==> src/rtl/cfi_landing_monitor_pkg.sv <==
// -----------------------------------------------------------------------------
// cfi_landing_monitor_pkg
//   Shared types for the control-flow-integrity landing monitor.
//   - fu_t / scoreboard_entry_t : the subset of a commit-stage scoreboard entry
//                                 the monitor looks at (pc, fu, is_compressed)
//   - exception_t               : exception record handed to the commit stage
//   - cfi_mode_e                : CSR mode encoding
//   - cfi_state_e               : monitor FSM states
//   - fall_through()            : sequential successor PC of an instruction
// -----------------------------------------------------------------------------
package cfi_landing_monitor_pkg;

    localparam int unsigned VLEN = 64;
    localparam int unsigned XLEN = 64;

    typedef enum logic [3:0] {
        NONE,
        LOAD,
        STORE,
        ALU,
        CTRL_FLOW,
        MULT,
        CSR
    } fu_t;

    typedef struct packed {
        logic [VLEN-1:0] pc;
        fu_t             fu;
        logic            is_compressed;
    } scoreboard_entry_t;

    typedef struct packed {
        logic [XLEN-1:0] cause;
        logic [XLEN-1:0] tval;
        logic            valid;
    } exception_t;

    typedef enum logic [1:0] {
        CFI_OFF     = 2'b00,
        CFI_COUNT   = 2'b01,
        CFI_ENFORCE = 2'b10,
        CFI_LOCK    = 2'b11
    } cfi_mode_e;

    typedef enum logic [1:0] {
        CFI_IDLE   = 2'b00,
        CFI_EXPECT = 2'b01,
        CFI_TRAP   = 2'b10
    } cfi_state_e;

    localparam logic [6:0]      CFI_MARKER_OPCODE = 7'b0010011;
    localparam logic [XLEN-1:0] CFI_CAUSE         = 64'd24;

    // Wraps modulo 2^VLEN by construction of the result width.
    function automatic logic [VLEN-1:0] fall_through(input logic [VLEN-1:0] pc,
                                                     input logic            is_compressed);
        return pc + (is_compressed ? VLEN'(2) : VLEN'(4));
    endfunction

endpackage

==> src/rtl/cfi_marker_decode.sv <==
// -----------------------------------------------------------------------------
// cfi_marker_decode
//   Recognises the landing marker: ADDI x0,x0,imm with imm[11:4] == LABEL_TAG.
//   Ports:
//     instr     in  32  raw instruction word
//     is_marker out 1   word is a valid landing marker
//   Purely combinational. imm[3:0] (bits 23:20) is free for software use.
// -----------------------------------------------------------------------------
module cfi_marker_decode
    import cfi_landing_monitor_pkg::*;
#(
    parameter logic [7:0] LABEL_TAG = 8'hA5
) (
    input  logic [31:0] instr,
    output logic        is_marker
);

    logic unused_imm_low;
    assign unused_imm_low = ^instr[23:20];

    assign is_marker = (instr[6:0]   == CFI_MARKER_OPCODE) &&
                       (instr[11:7]  == 5'd0) &&
                       (instr[14:12] == 3'd0) &&
                       (instr[19:15] == 5'd0) &&
                       (instr[31:24] == LABEL_TAG);

endmodule

==> src/rtl/cfi_landing_monitor.sv <==
// -----------------------------------------------------------------------------
// cfi_landing_monitor
//   Commit-stream monitor: every taken control-flow transfer must land on a
//   marker NOP. Counts violations, drives debug LEDs and, in enforce modes,
//   raises an exception towards the commit stage.
//   Ports:
//     clk_i, rst_i       clock, synchronous active-high reset
//     flush_i            pipeline flush; drops any pending source
//     mode_i             00 off, 01 count, 10 enforce, 11 enforce+lock
//     commit_instr_i     per-port commit candidates (pc, fu, is_compressed)
//     instr_bits_i       per-port raw instruction words
//     commit_ack_i       per-port retire strobe, contiguous from port 0
//     ex_ack_i           commit stage has taken the exception
//     exception_o        violation exception (valid, cause, tval)
//     viol_cnt_o         saturating violation count
//     locked_o           sticky lock flag
//     leds_o             {locked, state==TRAP, state==EXPECT, viol_cnt[0]}
//
//   Exception handshake: exception_o.valid rises the cycle after a violation is
//   detected and stays high while ex_ack_i is low; a cycle with ex_ack_i high
//   is the acceptance, and valid is low from the following cycle.
// -----------------------------------------------------------------------------
module cfi_landing_monitor
    import cfi_landing_monitor_pkg::*;
#(
    parameter int unsigned     NR_COMMIT_PORTS = 2,
    parameter logic [7:0]      LABEL_TAG       = 8'hA5,
    parameter int unsigned     CNT_W           = 16,
    parameter logic [XLEN-1:0] CAUSE           = CFI_CAUSE
) (
    input  logic              clk_i,
    input  logic              rst_i,
    input  logic              flush_i,
    input  logic [1:0]        mode_i,
    input  scoreboard_entry_t commit_instr_i [NR_COMMIT_PORTS],
    input  logic [31:0]       instr_bits_i   [NR_COMMIT_PORTS],
    input  logic [NR_COMMIT_PORTS-1:0] commit_ack_i,
    input  logic              ex_ack_i,
    output exception_t        exception_o,
    output logic [CNT_W-1:0]  viol_cnt_o,
    output logic              locked_o,
    output logic [3:0]        leds_o
);

    cfi_state_e              state_q, state_d;
    logic [VLEN-1:0]         saved_pc_q;
    logic                    saved_c_q;
    logic [CNT_W-1:0]        cnt_q;
    logic                    locked_q;
    logic [XLEN-1:0]         cause_q;
    logic [XLEN-1:0]         tval_q;

    logic [NR_COMMIT_PORTS-1:0] is_marker;

    for (genvar g = 0; g < NR_COMMIT_PORTS; g++) begin : g_dec
        cfi_marker_decode #(.LABEL_TAG(LABEL_TAG)) u_dec (
            .instr     (instr_bits_i[g]),
            .is_marker (is_marker[g])
        );
    end

    // Once locked, the monitor behaves as enforce+lock regardless of the CSR.
    logic [1:0] eff_mode;
    assign eff_mode = locked_q ? CFI_LOCK : mode_i;

    // Port scan. src_* walks along the acked ports: it starts as the pending
    // source from the previous cycle and is replaced by every acked port, so
    // after the loop it describes the last acked instruction.
    logic            src_v;
    logic [VLEN-1:0] src_pc;
    logic            src_c;
    logic            any_ack;
    logic            chain;
    logic            viol_found;
    logic [VLEN-1:0] viol_pc;

    always_comb begin
        src_v      = (state_q == CFI_EXPECT);
        src_pc     = saved_pc_q;
        src_c      = saved_c_q;
        any_ack    = 1'b0;
        chain      = 1'b1;
        viol_found = 1'b0;
        viol_pc    = '0;
        for (int i = 0; i < NR_COMMIT_PORTS; i++) begin
            if (chain && commit_ack_i[i]) begin
                any_ack = 1'b1;
                if (src_v && !viol_found && !is_marker[i] &&
                    (commit_instr_i[i].pc != fall_through(src_pc, src_c))) begin
                    viol_found = 1'b1;
                    viol_pc    = commit_instr_i[i].pc;
                end
                src_v  = (commit_instr_i[i].fu == CTRL_FLOW);
                src_pc = commit_instr_i[i].pc;
                src_c  = commit_instr_i[i].is_compressed;
            end else begin
                chain = 1'b0;
            end
        end
    end

    // Squashed instructions never count, and mode 00 disables detection.
    logic viol;
    logic trap_req;
    assign viol     = viol_found && (eff_mode != CFI_OFF) && !flush_i;
    assign trap_req = viol && eff_mode[1];

    // FSM: state register
    always_ff @(posedge clk_i) begin
        if (rst_i) begin
            state_q <= CFI_IDLE;
        end else begin
            state_q <= state_d;
        end
    end

    // FSM: next state
    always_comb begin
        state_d = state_q;
        if (flush_i) begin
            state_d = (state_q == CFI_TRAP && !ex_ack_i) ? CFI_TRAP : CFI_IDLE;
        end else if (trap_req) begin
            state_d = CFI_TRAP;
        end else if (state_q == CFI_TRAP) begin
            state_d = ex_ack_i ? CFI_IDLE : CFI_TRAP;
        end else if (eff_mode == CFI_OFF) begin
            state_d = CFI_IDLE;
        end else if (any_ack) begin
            state_d = src_v ? CFI_EXPECT : CFI_IDLE;
        end
    end

    // FSM: outputs
    always_comb begin
        exception_o.valid = (state_q == CFI_TRAP);
        exception_o.cause = cause_q;
        exception_o.tval  = tval_q;
        leds_o            = {locked_q, state_q == CFI_TRAP, state_q == CFI_EXPECT, cnt_q[0]};
    end

    assign viol_cnt_o = cnt_q;
    assign locked_o   = locked_q;

    // Datapath: pending source, counter, lock and exception payload.
    always_ff @(posedge clk_i) begin
        if (rst_i) begin
            saved_pc_q <= '0;
            saved_c_q  <= 1'b0;
            cnt_q      <= '0;
            locked_q   <= 1'b0;
            cause_q    <= '0;
            tval_q     <= '0;
        end else begin
            if (state_d == CFI_EXPECT && any_ack) begin
                saved_pc_q <= src_pc;
                saved_c_q  <= src_c;
            end
            if (viol && cnt_q != '1) begin
                cnt_q <= cnt_q + 1'b1;
            end
            if (viol && eff_mode == CFI_LOCK) begin
                locked_q <= 1'b1;
            end
            if (trap_req) begin
                cause_q <= CAUSE;
                tval_q  <= XLEN'(viol_pc);
            end
        end
    end

endmodule

==> config.mk <==
export PLATFORM = sky130hd
export DESIGN_NAME = cfi_landing_monitor
export DESIGN_NICKNAME = d
export VERILOG_FILES = /design/src/rtl/cfi_landing_monitor_pkg.sv /design/src/rtl/cfi_marker_decode.sv /design/src/rtl/cfi_landing_monitor.sv
export SDC_FILE = /design/constraint.sdc
export NUM_CORES = 1
export LEC_CHECK = 0
export CAP_MARGIN = 20
export CORE_MARGIN = 5
export CORE_UTILIZATION = 46
export DETAILED_ROUTE_END_ITERATION = 8
export GPL_ROUTABILITY_DRIVEN = 1
export PLACE_DENSITY_LB_ADDON = 0.1
export SLEW_MARGIN = 20
export SYNTH_ARGS = -nofsm -noshare
export SYNTH_HDL_FRONTEND = slang
export SYNTH_SLANG_ARGS = --single-unit
==> constraint.sdc <==
create_clock -name clk_i -period 6.33 [get_ports clk_i]
set_clock_uncertainty 0.05 [all_clocks]
set_input_delay 0.633 -clock clk_i [delete_from_list [all_inputs] [get_ports clk_i]]
set_output_delay 0.633 -clock clk_i [all_outputs]
set_load 0.1 [all_outputs]
Word-level counts from Yosys, hierarchy flattened
Index checks and enable logic that the tools add are counted.
Word-level totals
  output and inout port bits: 150
  register bits: 149
  word-level logic and storage cells: 84
  input bits: 210
Operators by class
  reduce and logical (&&, ||, !) cells: 34
  eq/ne operators: 13
  mux-type cells: 27
  $add $sub $neg: 3
Operator list (number)
  $mux W64: 6
  $add A64 B3 Y64: 2
  $ne A64 B64 Y1: 2
  $logic_and A1 B1 Y1: 21
  $logic_not A5 Y1: 4
  $add A16 B1 Y16 const B: 1
  $eq A8 B8 Y1 const B: 2
  $mux W2: 8
  $ne A16 B16 Y1 const B: 1
  $eq A7 B5 Y1 const B: 2
  $mux W1: 11
  $eq A4 B3 Y1 const B: 2
  $logic_not A3 Y1: 2
  $mux W3: 2
  $logic_not A1 Y1: 5
  $eq A2 B1 Y1 const B: 2
  $eq A2 B2 Y1 const B: 2
  $logic_not A2 Y1: 1
  $reduce_bool A2 Y1: 1

Logic depth before layout (Yosys ltp)
Gate-level depths: netlist (run 1).
  depth in word-level cells: 23
  gate-level depth with buffers: 28
  mapped depth without buffers: 16

By module
Synthesis (run 1) repeated with hierarchy kept, for this count alone.
Second synthesis, totals
  cells, all modules: 1735
  area, all modules: 13570.5 sq um
Modules (own cells, without submodules)
  cfi_landing_monitor: area each 13390.3 sq um, instances 1, sequential area each 2982.9 sq um, cells each 1715
  cfi_marker_decode: area each 90.1 sq um, instances 2, sequential area each 0.0 sq um, cells each 10

Least setup slack after synthesis (run 1)
Ideal clock, no wire load.
  path type: input to register
  start: input port commit_ack_i[0]
  end: register saved_pc_q[2]
  path buffers: 10
  stages on the path: 24
  data required time: 6.193 ns
  arrival: 5.872 ns
  setup slack: 0.321 ns
  setup time: 0.087 ns
  path through: buf_4 buf_4 buf_4 buf_4 buf_4 buf_2 clkbuf_1 buf_1 mux2i_1 fa_1 nand4_1 nand2_1 nand4_2 or4_1 a2111oi_2 nand3_1 a2111o_1 nor2b_1 a211o_1 buf_2 nand2b_4 buf_6 or3_1 o31ai_1
Between the ends
  longest elaborated chain between the ends: 14
  elaborated cells on any way between the ends: 29
  those cells by class: add/sub: 1; eq/ne: 2; mux: 17; reduce/logical: 9
RTL lines
  start: declaration: line cfi_landing_monitor.sv:37  | input logic [NR_COMMIT_PORTS-1:0] commit_ack_i,
  $mux W1: line cfi_landing_monitor.sv:86  | if (chain && commit_ack_i[i]) begin
  $mux W3 / $logic_not A1 Y1 (equally long branches): line cfi_landing_monitor_pkg.sv:57, cfi_landing_monitor.sv:88
  $add A64 B3 Y64 / $logic_and A1 B1 Y1 (equally long branches): line cfi_landing_monitor_pkg.sv:57, cfi_landing_monitor.sv:88
  $ne A64 B64 Y1 / $logic_and A1 B1 Y1 (equally long branches): line cfi_landing_monitor.sv:89, cfi_landing_monitor.sv:88
  $logic_and A1 B1 Y1: line cfi_landing_monitor.sv:88  | if (src_v && !viol_found && !is_marker[i] &&
  $mux W1: line cfi_landing_monitor.sv:88
  $mux W1: line cfi_landing_monitor.sv:86
  $logic_and A1 B1 Y1 (2 in a row): line cfi_landing_monitor.sv:105  | assign viol = viol_found && (eff_mode != CFI_OFF) && !flush_i;
  $logic_and A1 B1 Y1: line cfi_landing_monitor.sv:106  | assign trap_req = viol && eff_mode[1];
  $mux W2: line cfi_landing_monitor.sv:122  | end else if (trap_req) begin
  $mux W2: line cfi_landing_monitor.sv:120  | if (flush_i) begin
  $eq A2 B1 Y1: line cfi_landing_monitor.sv:154  | if (state_d == CFI_EXPECT && any_ack) begin
  $logic_and A1 B1 Y1: line cfi_landing_monitor.sv:154
  end signal: assignment: line cfi_landing_monitor.sv:155  | saved_pc_q <= src_pc;
  end: declaration: line cfi_landing_monitor.sv:46  | logic [VLEN-1:0] saved_pc_q;
Several ways; a longest one is shown, not always the timed one.
A chain may end at the register's enable or synchronous reset.

Worst setup path after layout (run 1)
  start: input port commit_instr_i[75] (netlist name)
  end: register saved_pc_q[34]
Between the ends
  longest elaborated chain between the ends: 17
  elaborated cells on any way between the ends: 20
  those cells by class: add/sub: 1; eq/ne: 3; mux: 7; reduce/logical: 9
RTL lines
  start: declaration: line cfi_landing_monitor.sv:35  | input scoreboard_entry_t commit_instr_i [NR_COMMIT_PORTS],
  branches (longest 9 deep; another with $add A64 B3 Y64)
  $mux W1 *: line cfi_landing_monitor.sv:86
  $logic_and A1 B1 Y1 * (2 in a row): line cfi_landing_monitor.sv:105
  $logic_and A1 B1 Y1 *: line cfi_landing_monitor.sv:106
  $mux W2 *: line cfi_landing_monitor.sv:122
  $mux W2 *: line cfi_landing_monitor.sv:120
  $eq A2 B1 Y1 *: line cfi_landing_monitor.sv:154
  $logic_and A1 B1 Y1 *: line cfi_landing_monitor.sv:154
Every way passes the cells marked *.

==> results of run 1 <==
## worst max-delay path, delay by kind of cell
family | cells | cell delay, ps
compound gates | 6 | 1100
fa+ha+maj | 2 | 490
buf+inv | 3 | 1070
mux | 1 | 290
simple gates | 7 | 2080
## registers in the layout, indices dropped and copies added (netlist names)
| signal | count |
|---|---|
| tval_q | 64 |
| saved_pc_q | 64 |
| locked_o | 1 |
| state_q | 2 |
| viol_cnt_o | 16 |
| saved_c_q | 1 |
| cause_q | 1 |
## cell usage in the layout (no fill, tap or decap), drive strengths merged, types with 4 or more instances in the layout
master           n
clkdlybuf4s50  286
nand2          160
nor2           154
dfxtp          149
xnor2          129
mux2i          102
a211oi         102
nand3           89
a22oi           74
a21oi           69
conb            62
nand4           57
xor2            52
nor4            44
buf             37
nor3            36
o211ai          33
o21ai           33
inv             25
mux2            21
nand3b          21
nand2b          19
clkbuf          17
and3            14
nor2b           14
nand4b          13
or4             10
nor4b            9
a31oi            9
o31ai            8
or3              6
or2              6
and4             5
ha               5
nor3b            5
a211o            5
a2111oi          5
and2             4
o22ai            4
## area by class of cell
cell class	instances	area (sq um)	share of cell area
Clock inverter	15	186.4	0.01095
Inverter	17	63.81	0.003748
Tap cell	390	488.0	0.02866
Multi-Input combinational cell	1433	9668	0.5678
Sequential cell	149	2983	0.1752
Clock buffer	17	425.4	0.02499
Timing Repair Buffer	323	3212	0.1886
## worst max path at each step
stage	slack, ps	startpoint	to	cells past startpoint
floorplan	320	commit_ack_i[0]	saved_pc_q[2]	24
global placement	510	commit_instr_i[75]	tval_q[31]	20
detailed placement	520	commit_instr_i[75]	tval_q[62]	20
CTS	920	commit_instr_i[75]	saved_pc_q[34]	19
global route	660	commit_instr_i[75]	saved_pc_q[38]	20
finish	920	commit_instr_i[75]	saved_pc_q[34]	19
## cells by family (layout without fill, tap and decap cells)
family	count (synthesis)	after routing	synth area share
AO/OA/AOI/OAI	382	382	0.2076
AND/OR/NAND/NOR	678	678	0.2658
buffers and inverters	226	372	0.09143
multiplexers	123	123	0.09226
XOR/XNOR	181	181	0.1163
flip-flops	149	149	0.2189
adder cells (fa/ha/maj)	7	7	0.007528
other	1	62	0.0002751
## metal layers
metal  global-route usage  vias to the layer above
met3              0.05541                       45
met4              0.08016                        0
met1               0.3866                     6669
met2               0.4595                      479
li1                     -                     6707
met5                    0                        -
## through the flow
step,setup WS (ps),instances
after global routing,659.7,2344
final,922.9,2344
after floorplan,321.0,1808
after global placement,510.5,2311
after CTS,919.1,2343
after detailed placement,518.5,2311
## power breakdown
part | switching [W] | leakage [nW] | total, W | internal [W]
clock | 0.000502 | 0.294 | 0.00110 | 0.000600
combinational | 0.000469 | 4.12 | 0.000725 | 0.000256
sequential | 0.00000909 | 1.20 | 0.000953 | 0.000944
==> summary by stage, run 1 <==
Outcome
The flow ran to the end, and the final reports show no timing, DRC or antenna violations.

STA
The final-report max-slew violation count is 0. The worst relative slew slack is 0.3272. The final count of negative-setup-slack endpoints is 0. The final critical delay including setup and external delays is 5407 ps. The hold violation total from the final report is 0.

After routing, the total negative slack on setup checks comes to 0 ps. At the pin with the least slew margin, the transition time is 1006 ps. Static timing analysis puts the maximum clock frequency at 0.1849 GHz. Setup repair after global routing left no endpoint under its margin. The final clock period utilization by the worst path is 0.8542.

Hold timing on the final database bottoms out at a slack of 445.4 ps.

Routing
The detailed-route vias per instance is 5.930. Detailed routing placed a total of 22880 um of wire on met2. The count of nets left with antenna violations once routing finished came out at 0. For this run, the detailed router's first-pass iteration total came to 5. The routed length on met1 is 21700 um. Across all layers, the routed design uses 13900 vias. The final wirelength is 48840 um. The detail-routed net length per standard cell is 20.84 um. The total length of routed met3 wires is 3194 um. After detailed routing, no signal wire sits above met4.

After detailed routing, the number of remaining DRC violations is 0. The iteration-0 DRC count of the detailed router is 1147.

Synthesis
The most area-hungry cell type in the Yosys netlist is sky130_fd_sc_hd__dfxtp_1. Synthesis inferred 149 register bits. After technology mapping, the gate count stands at 1747. The mapped netlist covers 0.01363 sq mm. By area the synthesized netlist is led by sky130_fd_sc_hd__dfxtp_1, sky130_fd_sc_hd__xnor2_1, sky130_fd_sc_hd__mux2i_1.

The most instantiated library cell after synthesis is sky130_fd_sc_hd__nand2_1. Of the post-synthesis cell area, the dominant cell type holds 0.2189. A synthesized cell averages 7.802 sq um. After synthesis, the most frequently instantiated cells are sky130_fd_sc_hd__nand2_1, sky130_fd_sc_hd__nor2_1, sky130_fd_sc_hd__dfxtp_1, sky130_fd_sc_hd__xnor2_1, sky130_fd_sc_hd__mux2i_1. The synthesized netlist contains 88 unique library cells. The number of synthesized flops with an enable pin is 0. The fraction of synthesis flops using an asynchronous set or reset pin is 0. The top flip-flop cell by instance count after synthesis is sky130_fd_sc_hd__dfxtp_1. For this run, the register share of the synthesized area comes to 0.2189. The number of warnings reported in the yosys synthesis log is 0.

Place
The number of buffer cells added on primary ports is 289. The post-DP HPWL is 37440 um. In this run the cell area measured after placement is 0.01639 sq mm.

The final weighted congestion in routability-driven placement is 0.9672.

Floorplan
After floorplanning, the core was sized to cover 0.02948 sq mm. The horizontal die dimension is 182.1 um. In this run the vertical extent of the chip is 182.1 um. The floorplan has 63 rows. The area enclosed by the die boundary is 0.03317 sq mm.

For this design the top-level I/O count stands at 360. The initial core utilization is 0.4623.

Clock tree
The count of hold-fix buffers inserted at cts is 0. The clock slew at the register clock pins of the worst setup and hold paths is 70 ps. The clock passes through at most 2 buffers. The insertion delay to the later sink of the worst-skew pair is 450 ps. The H-tree generated during clock tree synthesis spans 4 levels. The clock buffer count from CTS is 17. The number of gates resized after CTS is 0. The count of buffers added by post-CTS timing repair for setup is 0.

The tree is rooted in a sky130_fd_sc_hd__clkbuf_16. The clock net sink count is 149. The clock tree from TritonCTS is done.

Finish
The layout cell share with drive strength beyond 1 is 0.07984. The number of nets in the layout is 2158. The total inserted antenna cells is 0. The post-synthesis to final-layout area growth is 24.92%.

The design area is 0.01703 sq mm. The layout has 2829 filler cells. Measured on the finished design, the core utilization comes to 0.5775.

Pwr
The ratio of total power to cell area is 163.3 mW/mm^2. After layout, the design draws a total of 0.002780 W. IR analysis of the VDD net gives a maximum drop of 140.0 uV. The analysis attributes to cell leakage a power of 5.610 nW.

GRT
The initial antenna violation count is 0. In the global route stage, overall resource usage came out at 0.2839. Entering global routing, the biggest net connects 79 pins. The first global-routing pass estimated 76580 um of wire. The total overflow left after global routing is 0. The number of global-route vias before repair is 13307.

Critical path
The origin of the critical flop-to-flop path is saved_c_q. The worst endpoint data arrival time is 5720 ps. The sort of element at the start of the critical path is an input pin.

In this design, the stage delay of the slowest critical-path cell is 590 ps. The type of the worst setup path is input pin to register. The endpoint of the lowest-slack register-to-register path is saved_pc_q[34]. The depth of the worst register-to-register path is 15.

The worst setup path is captured at a register. The maximum net fanout on the critical path is 47. The critical path goes through clkdlybuf4s50_1 > nand2_1 > o21ai_0 > ha_1 > fa_1 > nand4_1 > nand2_1 > nand4_2 > nor4_1 > mux2i_1 > o2111ai_1 > nor4_1 > buf_4 > a31oi_1 > a211o_4 > nor2b_4 > buf_12 > o211ai_1 > a21oi_1.

The data required time at the worst endpoint is 6640 ps. The setup check on the worst reg-to-reg path leaves a slack of 1190 ps. The worst-path cell with the longest stage delay is sky130_fd_sc_hd__nor4_1.

Hold path
The path class of the tightest hold or removal check is register to register. The number of cells on the worst hold path is 2. In this run the most critical hold path is launched from tval_q[63].

The path with the worst hold slack has its endpoint at tval_q[63].

Job
The reported max-cap violation count is 0.
Note: power is estimated with default switching activity, not from simulation.
==> inputs of run 2 (changes only) <==
REMOVE_ABC_BUFFERS = 1   (was not set)
==> summary by stage, run 2 (same netlist as run 1, synthesis figures left out) <==
Clock tree
In this run the deepest clock path goes through 2 buffers. The number of clock buffers added by TritonCTS is 17. TritonCTS built the clock tree. The H-tree was split into 4 levels. The insertion delay to the later sink of the worst-skew pair is 440 ps.

The cell sitting at the root of the clock tree is a sky130_fd_sc_hd__clkbuf_16. After clock tree synthesis, the repair step resized 0 gates. After clock tree synthesis, the flow added hold-fix buffers numbering 0. The clock net sink count is 149. The count of buffers added by post-CTS timing repair for setup is 0. The clock slew at the register clock pins of the worst setup and hold paths is 80 ps.

Routing
The final layout contains routed wiring with a total length of 50180 um. The detail-routed net length per standard cell is 21.50 um. Once detail routing completed, the nets flagged for antenna violations numbered 0. The first-pass detailed-route iteration total is 6. The detailed-route vias per instance is 5.999. The DRC violations left is 0. In this run, the number of DRC markers left after iteration 0 of detailed routing was 1313.

The routed via count is 14001.

STA
Across all hold checks on the routed design, the worst slack comes to 446.5 ps. After layout, the minimum clock period comes to 5359 ps. The summed negative setup slack over all endpoints is 0 ps. Setup violations remaining at the end of the flow were counted as 0. Setup repair after global routing left no endpoint under its margin. Based on the critical path, the design can be clocked at up to 0.1866 GHz. The hold violation total from the final report is 0. For the pin with the worst max-slew slack, the measured transition is 1060 ps. Dividing the final minimum period by the clock period gives 0.8467.

The worst setup margin is 970.7 ps. In this run the tightest slew margin relative to its limit is 0.2934. The final-report max-slew violation count is 0.

GRT
The residual overflow from global routing is 0. The overall routing resource usage is 0.2878. The pin count of the biggest net entering global routing is 105. The initial antenna violation count is 0. The number of global-route vias before repair is 13297. The first global-routing pass estimated 76730 um of wire.

Finish
Summing all multi-input logic gate instances after layout gives 0.009668 sq mm. Once layout is complete, the cells apart from fillers number 2334. The design area is 0.01693 sq mm.

In the final layout, the share of cells above drive strength 1 is 0.07510. The register cell area after layout is 0.002983 sq mm. The post-synthesis to final-layout area growth is 24.23%. The number of fill cells in the layout is 2768. The top cell types in the final layout, fill and taps aside, are sky130_fd_sc_hd__clkdlybuf4s50_1, sky130_fd_sc_hd__nand2_1, sky130_fd_sc_hd__nor2_1. The total inserted antenna cells is 0. At the end of the flow, the number of nets in the layout was 2148.

The most common cell after layout, fill and taps aside is sky130_fd_sc_hd__clkdlybuf4s50_1.

Floorplan
The total core area is 0.02948 sq mm. In this run the horizontal extent of the chip is 182.1 um. For this configuration, the core starts out at a cell density of 0.4623. The die is 182.1 um tall. The area enclosed by the die boundary is 0.03317 sq mm. The floorplan has 63 rows. The count of pins on the block boundary is 360.

Pwr
In this run the static leakage power is 5.553 nW. The worst voltage drop across the vdd grid is 134.4 uV. Power spread over the standard cell area amounts to 164.7 mW/mm^2.

Place
The cell area after placement is 0.01632 sq mm. Prior to clock tree synthesis, the placed netlist has a worst setup slack of 589.4 ps. After legalization and detailed placement, the total HPWL measured 38480 um. Counting tap cells, the placed design contains a total of 2302 instances. The congestion estimate from routability-driven global placement came to 0.9813.

During placement, the flow inserted port buffers numbering 289.

Critical path
The sort of element at the start of the critical path is an input pin. The data required time at the worst endpoint is 6540 ps. The worst setup path is of the input pin to register kind. The endpoint kind of the worst setup timing path is a register. The worst endpoint data arrival time is 5570 ps.

The maximum net fanout on the critical path is 31.

Job
The reported max-cap violation count is 0.

Hold path
The min-delay analysis places its worst path in the category register to register.

Outcome
The run finished with clean final reports.
run 2: cell count changes in the layout (fill, tap and decap cells not counted), sizes merged:
cell	before	now
clkinv	3	2
inv	25	26
buf	37	27
run 2: path summary, 6_finish.rpt:
check                      from          to  slack [ps]  cells past startpoint
min                   saved_c_q   saved_c_q         450                      2
max reg2reg       saved_pc_q[2]  tval_q[36]        1180                     16
max          commit_instr_i[76]  tval_q[36]         970                     17
min reg2reg           saved_c_q   saved_c_q         450                      2
run 2: critical path, stage by stage:
cell	delay, ps
sky130_fd_sc_hd__clkdlybuf4s50_1	480
sky130_fd_sc_hd__nand2_1	90
sky130_fd_sc_hd__o21ai_0	180
sky130_fd_sc_hd__ha_1	340
sky130_fd_sc_hd__a21oi_1	140
sky130_fd_sc_hd__a211oi_4	350
sky130_fd_sc_hd__nand4_4	300
sky130_fd_sc_hd__nor4_2	520
sky130_fd_sc_hd__and4_1	260
sky130_fd_sc_hd__mux2_2	360
sky130_fd_sc_hd__a2111oi_2	580
sky130_fd_sc_hd__nand3_1	170
sky130_fd_sc_hd__o21ai_2	380
sky130_fd_sc_hd__nor2_4	140
sky130_fd_sc_hd__buf_4	270
sky130_fd_sc_hd__a22oi_1	220
sky130_fd_sc_hd__a211oi_1	110
run 2: stage by stage:
stage | power [W] | util
after CTS | 0.002799 | 0.5743
after global placement | 0.001692 | 0.5536
final | 0.002789 | 0.5743
after detailed placement | 0.001697 | 0.5536
after global routing | 0.002884 | 0.5743
after floorplan | 0.001395 | -
run 2: layout make-up:
cell class / instances / share of cell area
multi-input cells: 1433 / 0.5710
clock inverters: 15 / 0.01101
inverters: 17 / 0.003769
repair buffers: 313 / 0.1841
flip-flops and latches: 149 / 0.1762
well taps: 390 / 0.02882
clock buffers: 17 / 0.02513
run 2: layer usage:
metal / vias to the layer above / wire, um / GRT usage
met1: 6611 / 20670 / 0.3714
met3: 69 / 4010 / 0.04744
met2: 629 / 24280 / 0.4981
li1: 6692 / - / -
met5: - / 0 / 0
met4: 0 / 1220 / 0.07896
run 2: power by group:
| part | leakage (nW) | internal [W] | switching [W] |
|---|---|---|---|
| logic | 4.06 | 0.000256 | 0.000474 |
| clock network | 0.294 | 0.000601 | 0.000504 |
| registers | 1.20 | 0.000944 | 0.00000971 |
| total | 5.55 | 0.00180 | 0.000987 |
